### config.mk
export PLATFORM = sky130hd
export DESIGN_NAME = simple_comparison_arbiter
export DESIGN_NICKNAME = d
export VERILOG_FILES = /design/src/rtl/simple_comparison_arbiter.sv
export SDC_FILE = /design/constraint.sdc
export NUM_CORES = 1
export LEC_CHECK = 0
export CAP_MARGIN = 40
export CORE_MARGIN = 2
export CORE_UTILIZATION = 41
export DETAILED_ROUTE_END_ITERATION = 10
export GPL_TIMING_DRIVEN = 0
export PLACE_DENSITY = 0.85
export SLEW_MARGIN = 20
export SYNTH_ARGS = -nofsm -noshare
export SYNTH_HDL_FRONTEND = slang
export SYNTH_SLANG_ARGS = --single-unit
### constraint.sdc
create_clock -name clk -period 3.1 [get_ports clk]
set_input_delay 0.31 -clock clk [delete_from_list [all_inputs] [get_ports clk]]
set_output_delay 0.31 -clock clk [all_outputs]
set_load 0.02 [all_outputs]
### src/rtl/simple_comparison_arbiter.sv
// Round-robin arbiter in front of a shared two-stage unsigned compare pipeline.
// Results leave on a backpressured port and can raise one thread-flag write.
module simple_comparison_arbiter #(
   parameter int N_REQ  = 4,
   parameter int DATA_W = 32,
   parameter int FLAG_W = 3,
   parameter int ID_W   = (N_REQ > 1) ? $clog2(N_REQ) : 1
) (
   input  logic                       clk,
   input  logic                       rst_n,
   input  logic [N_REQ-1:0]           req_valid,
   output logic [N_REQ-1:0]           req_ready,
   input  logic [N_REQ*DATA_W-1:0]    req_a,
   input  logic [N_REQ*DATA_W-1:0]    req_b,
   input  logic [N_REQ*3-1:0]         req_op,
   input  logic [N_REQ*FLAG_W-1:0]    req_flag_idx,
   input  logic [N_REQ-1:0]           req_set_en,
   input  logic [N_REQ-1:0]           req_negate,
   input  logic [N_REQ-1:0]           req_cond_pass,
   output logic                       out_valid,
   input  logic                       out_ready,
   output logic [ID_W-1:0]            out_id,
   output logic                       out_result,
   output logic                       out_err,
   output logic                       flag_we,
   output logic [ID_W-1:0]            flag_thread,
   output logic [FLAG_W-1:0]          flag_idx,
   output logic                       flag_val
);

   logic [DATA_W-1:0] a_arr   [N_REQ];
   logic [DATA_W-1:0] b_arr   [N_REQ];
   logic [2:0]        op_arr  [N_REQ];
   logic [FLAG_W-1:0] idx_arr [N_REQ];

   for (genvar g = 0; g < N_REQ; g++) begin : g_unpack
      assign a_arr[g]   = req_a[g*DATA_W +: DATA_W];
      assign b_arr[g]   = req_b[g*DATA_W +: DATA_W];
      assign op_arr[g]  = req_op[g*3 +: 3];
      assign idx_arr[g] = req_flag_idx[g*FLAG_W +: FLAG_W];
   end

   function automatic logic compare(input logic [DATA_W-1:0] a,
                                    input logic [DATA_W-1:0] b,
                                    input logic [2:0]        op);
      case (op)
         3'd0:    return a > b;
         3'd1:    return a < b;
         3'd2:    return a == b;
         3'd3:    return a != b;
         3'd4:    return a >= b;
         3'd5:    return a <= b;
         default: return 1'b0;
      endcase
   endfunction

   logic [ID_W-1:0]   ptr;
   logic [ID_W-1:0]   winner;
   logic              grant_valid;

   logic              s1_valid;
   logic [DATA_W-1:0] s1_a;
   logic [DATA_W-1:0] s1_b;
   logic [2:0]        s1_op;
   logic [FLAG_W-1:0] s1_flag_idx;
   logic              s1_set_en;
   logic              s1_negate;
   logic              s1_cond_pass;
   logic [ID_W-1:0]   s1_id;
   logic              s1_result;
   logic              s1_illegal;

   logic              s2_wr_en;
   logic [FLAG_W-1:0] s2_flag_idx;

   logic              s2_load;
   logic              s1_can_accept;
   logic              accept;

   // Scan ptr, ptr+1, ... with wrap; first valid requester wins.
   always_comb begin
      int              pos;
      logic [ID_W-1:0] cand;
      grant_valid = 1'b0;
      winner      = '0;
      pos         = 0;
      cand        = '0;
      for (int k = 0; k < N_REQ; k++) begin
         pos  = (int'(ptr) + k) % N_REQ;
         cand = ID_W'(pos);
         if (!grant_valid && req_valid[cand]) begin
            grant_valid = 1'b1;
            winner      = cand;
         end
      end
   end

   assign s2_load       = s1_valid && (!out_valid || out_ready);
   assign s1_can_accept = !s1_valid || s2_load;
   assign accept        = rst_n && grant_valid && s1_can_accept;

   always_comb begin
      req_ready = '0;
      if (accept) req_ready[winner] = 1'b1;
   end

   assign s1_result  = compare(s1_a, s1_b, s1_op);
   assign s1_illegal = (s1_op > 3'd5);

   always_ff @(posedge clk) begin
      if (!rst_n) begin
         ptr          <= '0;
         s1_valid     <= 1'b0;
         s1_a         <= '0;
         s1_b         <= '0;
         s1_op        <= '0;
         s1_flag_idx  <= '0;
         s1_set_en    <= 1'b0;
         s1_negate    <= 1'b0;
         s1_cond_pass <= 1'b0;
         s1_id        <= '0;
         out_valid    <= 1'b0;
         out_id       <= '0;
         out_result   <= 1'b0;
         out_err      <= 1'b0;
         s2_wr_en     <= 1'b0;
         s2_flag_idx  <= '0;
      end else begin
         if (accept) begin
            ptr          <= (winner == ID_W'(N_REQ - 1)) ? '0 : winner + 1'b1;
            s1_valid     <= 1'b1;
            s1_a         <= a_arr[winner];
            s1_b         <= b_arr[winner];
            s1_op        <= op_arr[winner];
            s1_flag_idx  <= idx_arr[winner];
            s1_set_en    <= req_set_en[winner];
            s1_negate    <= req_negate[winner];
            s1_cond_pass <= req_cond_pass[winner];
            s1_id        <= winner;
         end else if (s2_load) begin
            s1_valid <= 1'b0;
         end

         if (s2_load) begin
            out_valid   <= 1'b1;
            out_id      <= s1_id;
            out_result  <= s1_result ^ s1_negate;
            out_err     <= s1_illegal;
            s2_wr_en    <= s1_set_en && s1_cond_pass && !s1_illegal;
            s2_flag_idx <= s1_flag_idx;
         end else if (out_valid && out_ready) begin
            out_valid <= 1'b0;
         end
      end
   end

   // The write fires only on the handshake cycle, so a stalled result cannot write twice.
   assign flag_we     = rst_n && out_valid && out_ready && s2_wr_en;
   assign flag_thread = out_id;
   assign flag_idx    = s2_flag_idx;
   assign flag_val    = out_result;

endmodule

### Word level (Yosys, flattened, before mapping)

Index checks and enable logic that the tools add are counted.
Widths: inputs -> output; s select.

* register bits: 87
* bits in latches: 0
* memory bits (writable): 0
* bits in read-only memories: 0
* bits of input ports: 299
* output and inout bits: 16
* word-level logic and storage cells: 109
* memories kept: 0

* $add $sub $neg: 4
* multipliers: 0
* divide/modulo/power cells: 0
* $lt $le $gt $ge: 12
* equality and inequality tests: 8
* shift operators: 0
* muxes and demuxes: 43
* bitwise operators: 2
* reduce and logical (&&, ||, !) cells: 24

Operators with widths (number)
* $bmux 32 s2: 2
* $mux 32: 4
* $eq 32x32->1: 1
* $ge 32x32->1: 1
* $gt 32x32->1: 1
* $le 32x32->1: 1
* $lt 32x32->1: 1
* $ne 32x32->1: 1
* $mux 1: 16
* $lt 2x3->1 const B: 5
* $bmux 1 s2: 7
* $logic_and 1x1->1: 13
* $bmux 3 s2: 2
* $mux 3: 4
* $mux 2: 5
* $eq 3x2->1 const B: 2
* $eq 3x3->1 const B: 2
* $logic_not 1->1: 6
* $pmux 1 s6: 1
* $add 2x1->2 const B: 2
* $add 2x2->2 const B: 2
* $mux 4: 1
* $reduce_bool 2->1: 2
* $eq 3x1->1 const B: 1
* other kinds (9): 10

### Longest topological paths before layout

* depth after elaboration: 17
* mapped depth: 10

### Worst setup path after synthesis

OpenSTA, ideal clock, no wires.

* kind: register -> register
* start: register s1_b[1]
* end: register out_result, in the netlist flag_val
* library setup time: 122 ps
* arrival time: 2251 ps
* required time: 2978 ps
* setup slack: 727 ps
* cell stages (with the launch flop): 10
* path buffers: 0
* cells stage by stage: dfxtp_1 > inv_1 > ha_1 > nor2b_4 > o211ai_2 > a2111oi_1 > o41a_1 > or4_4 > and4_4 > a311o_1

* word-level cells in the longest chain between the ends: 3

RTL lines
* start: declaration: line 63 `logic [DATA_W-1:0] s1_b;`
* start signal: assignment: line 133 `s1_b <= b_arr[winner];`
* $le 32x32->1 (tied with other cells): line 52 `3'd5: return a <= b;`
* $pmux 1 s6 (*): line 46 `case (op)`
* $xor 1x1->1 (*): line 147 `out_result <= s1_result ^ s1_negate;`
* end signal: assignment: line 147
* end: declaration: line 23 `output logic out_result,`

Every way passes the cells marked *; elsewhere a longest branch is shown, timed or not.
A chain may end at the register's enable or synchronous reset.

### Worst setup path after layout

* start: input port req_valid[0]
* end: register s1_b[22]

* word-level cells in the longest chain between the ends: 16

RTL lines
* start: declaration: line 11 `input logic [N_REQ-1:0] req_valid,`
* $bmux 1 s2: line 91 `if (!grant_valid && req_valid[cand]) begin`
* $mux 1 (implied by the code): line 91
* $mux 1: line 91
* $logic_not 1->1: line 91
* $logic_and 1x1->1: line 91
* $mux 1: line 91
* $logic_not 1->1: line 91
* $logic_and 1x1->1: line 91
* $mux 1: line 91
* $logic_not 1->1: line 91
* $logic_and 1x1->1: line 91
* $mux 2: line 91
* $not 2->3 (implied by the code): line 133
* $bmux 32 s2: line 133
* $mux 32 (implied by the code) (2 in a row): line 133

Parallel ways exist; a longest one is shown, timed or not. The select of a mux whose other input is x is not followed.

==> impl_metrics.toml <==
[synth]
yosys.area.top_type = "dfxtp_1"
synth-seq-cells = 87
synth_seq_area_share = 0.278
synth-edff-count = 0
avgSynthCellArea_sq_um = 7.10
postSynth.asyncResetShare = 0
synth_top_cell_area_share = 0.278
synthDistinctLibCells = 46
syn_area_sq_um = 6270
yosys_warnings = 0
synth_ff_type = "dfxtp_1"
synth_most_common_cell = "nand2_1"
synth_cells = 883
syn_nets = 1218
ys_top_cells_by_count = "nand2_1 (319), dfxtp_1 (87), and3_1 (73), a311oi_1 (64), a31o_1 (60)"
synth_area_leaders = "dfxtp_1 (28%), nand2_1 (19%), a311oi_1 (8.9%)"

[power_and_ir_drop]
power_switching_share = 0.341
power.internal_mw = 2.79
pwr-share-comb = 0.420
powerDensity_nw_per_um2 = 426
p_sw_mw = 1.45
peakVddDrop_mv = 0.298
pwr-share-seq = 0.333
p_leak_nw = 4.20
pwr-share-clk = 0.247

[timing]
slew_viol_final = 0
setup_ws_ps = 101
finalHoldViolations = 0
min_period_ps = 3000
fin_crit_sh = 0.967
skew_ps = 5.27
worstMarginPinSlew_ps = 697
rsz0062_at_grt = "false"
setup-violations-final = 0
slew-limit-headroom = 0.531
max_freq_mhz = 333

[drt]
drt_iter0_drc = 585
drt_wl_total_um = 26100
detail-route-antenna-nets = 0
drc = 0
vias = 7704
wl_per_cell_um = 18.7
vias_per_cell = 5.52
first_pass_iters = 5

[global_routing]
antenna_found_initial = 0
grt_max_degree = 21
grt_pass1_wl_um = 39500
grt_pass1_vias = 7548
track_usage = 0.310
grt.overflow.total = 0

[finish]
layout-drive-gt1-share = 0.0439
synthToLayoutAreaGrowth_pct = 58.7
regArea_sq_um = 1740
finalNetCount = 1539
multiInputGateArea_sq_um = 4040
instances_no_fill = 1396
diodes = 0
fill_cells = 1325

[placed_design]
dpl.hpwl_um = 20500
portBuffers = 313
gp_congestion = 0.900
dp_cells = 1384
preCtsSetupSlack_ps = -361

[worst_hold_path]
min_path_type = "register to register"
hold_depth = 2

[floorplanning]
std_cell_rows = 45
die_w_um = 128
dieArea_sq_um = 16300
die_h_um = 128
ios = 315
start_util = 0.415
core_area_sq_um = 15100

[clock_tree]
path_clk_slew_ps = 60
insertion_delay_ps = 340
numCtsBuffers = 9
cts-htree-levels = 3
clock-root-buffer = "clkbuf_16"
cts_tree = "yes"
clock_path_buffers = 2
ctsHoldBuffers = 0
clock_sinks = 87

[setup_path]
end_kind = "register"
arrival_ps = 3220
worstSetupStartpointType = "input port"
reg2reg_depth = 9
criticalPathCategory = "input port to register"
required_ps = 3330
path_max_fanout = 13

[status]
status = "finished, final reports clean"

[run]
max_cap_violations = 0
## timing repair
action                                  4_1_cts  5_1_grt
endpoints found under the setup margin        4        4
pin swaps                                     0        1
gates resized for setup                       7        4
buffers inserted                              0        1
## critical path: stages
cell and delay [ps]:
clkdlybuf4s50_1 580, mux2i_1 100, nor2_1 190, a311oi_4 70, buf_4 180, inv_2 220, clkbuf_1 550, clkbuf_1 530
a311oi_1 240, a31o_1 240
## final timing paths
check,start,end,slack [ps]
worst max-delay path,req_valid[0],s1_b[22],100
worst max register to register,ptr[1],s1_b[22],180
worst min-delay path,s1_b[8],s1_b[8],450
worst min register to register,s1_b[8],s1_b[8],450
## sequential cells by signal, summed over array words and instances (netlist names), 2 cells and up
register / flops
s1_op: 3
s1_flag_idx: 3
flag_thread: 2
s1_b: 32
s1_a: 32
s1_id: 2
ptr: 2
flag_idx: 3
## power groups by stage
stage	clock [mW]	combinational, mW	sequential (mW)
after floorplan	0	0.981	1.40
after global placement	0	1.72	1.42
after detailed placement	0	1.75	1.43
after CTS	1.05	1.77	1.41
after global routing	1.10	1.96	1.43
final	1.05	1.78	1.41
## cell usage in the layout (no fill, tap or decap), types with 20 or more instances in the layout
| cell | instances |
|---|---|
| a21oi_1 | 20 |
| a311oi_1 | 63 |
| a31o_1 | 60 |
| and3_1 | 73 |
| clkbuf_1 | 46 |
| clkdlybuf4s50_1 | 313 |
| dfxtp_1 | 86 |
| ha_1 | 36 |
| inv_1 | 39 |
| nand2_1 | 319 |
## stage by stage
| step | instance area [sq um] | power, mW | TNS (ps) | hold WS [ps] | utilization |
|---|---|---|---|---|---|
| floorplan | 6270 | 2.38 | 0 | 435 | - |
| global placement | 9640 | 3.14 | -3300 | 442 | 0.639 |
| detailed placement | 9640 | 3.18 | -3980 | 448 | 0.639 |
| CTS | 9930 | 4.23 | 0 | 445 | 0.658 |
| global route | 9950 | 4.50 | 0 | 457 | 0.659 |
| finish | 9950 | 4.24 | 0 | 454 | 0.659 |
## cell families after synthesis
family / count (synthesis) / synth area share
AOI/OAI and AO/OA: 197 / 0.256
adders and majority gates: 36 / 0.0719
buffers and inverters: 121 / 0.0812
DFF: 87 / 0.278
muxes: 1 / 0.00160
and+or+nand+nor: 441 / 0.312
## final cells by class
type,instances,share of cell area
multi-input combinational,675,0.406
timing repair buffer,314,0.316
sequential,87,0.175
buffer,76,0.0360
tap,188,0.0237
clock buffer,11,0.0234
inverter,41,0.0155
clock inverter,4,0.00478
## per-layer routing
layer  vias to the layer above  part of all wire  routed length [um]  global-route usage
met2                       334              0.50               13000               0.562
met3                        33             0.074                1940              0.0522
met4                         0             0.021                 543              0.0950
li1                       3763                 -                   -                   -
met5                         -                 0                   0                   0
met1                      3574              0.41               10600               0.374
No activity file was read; power rests on OpenSTA's default activity.
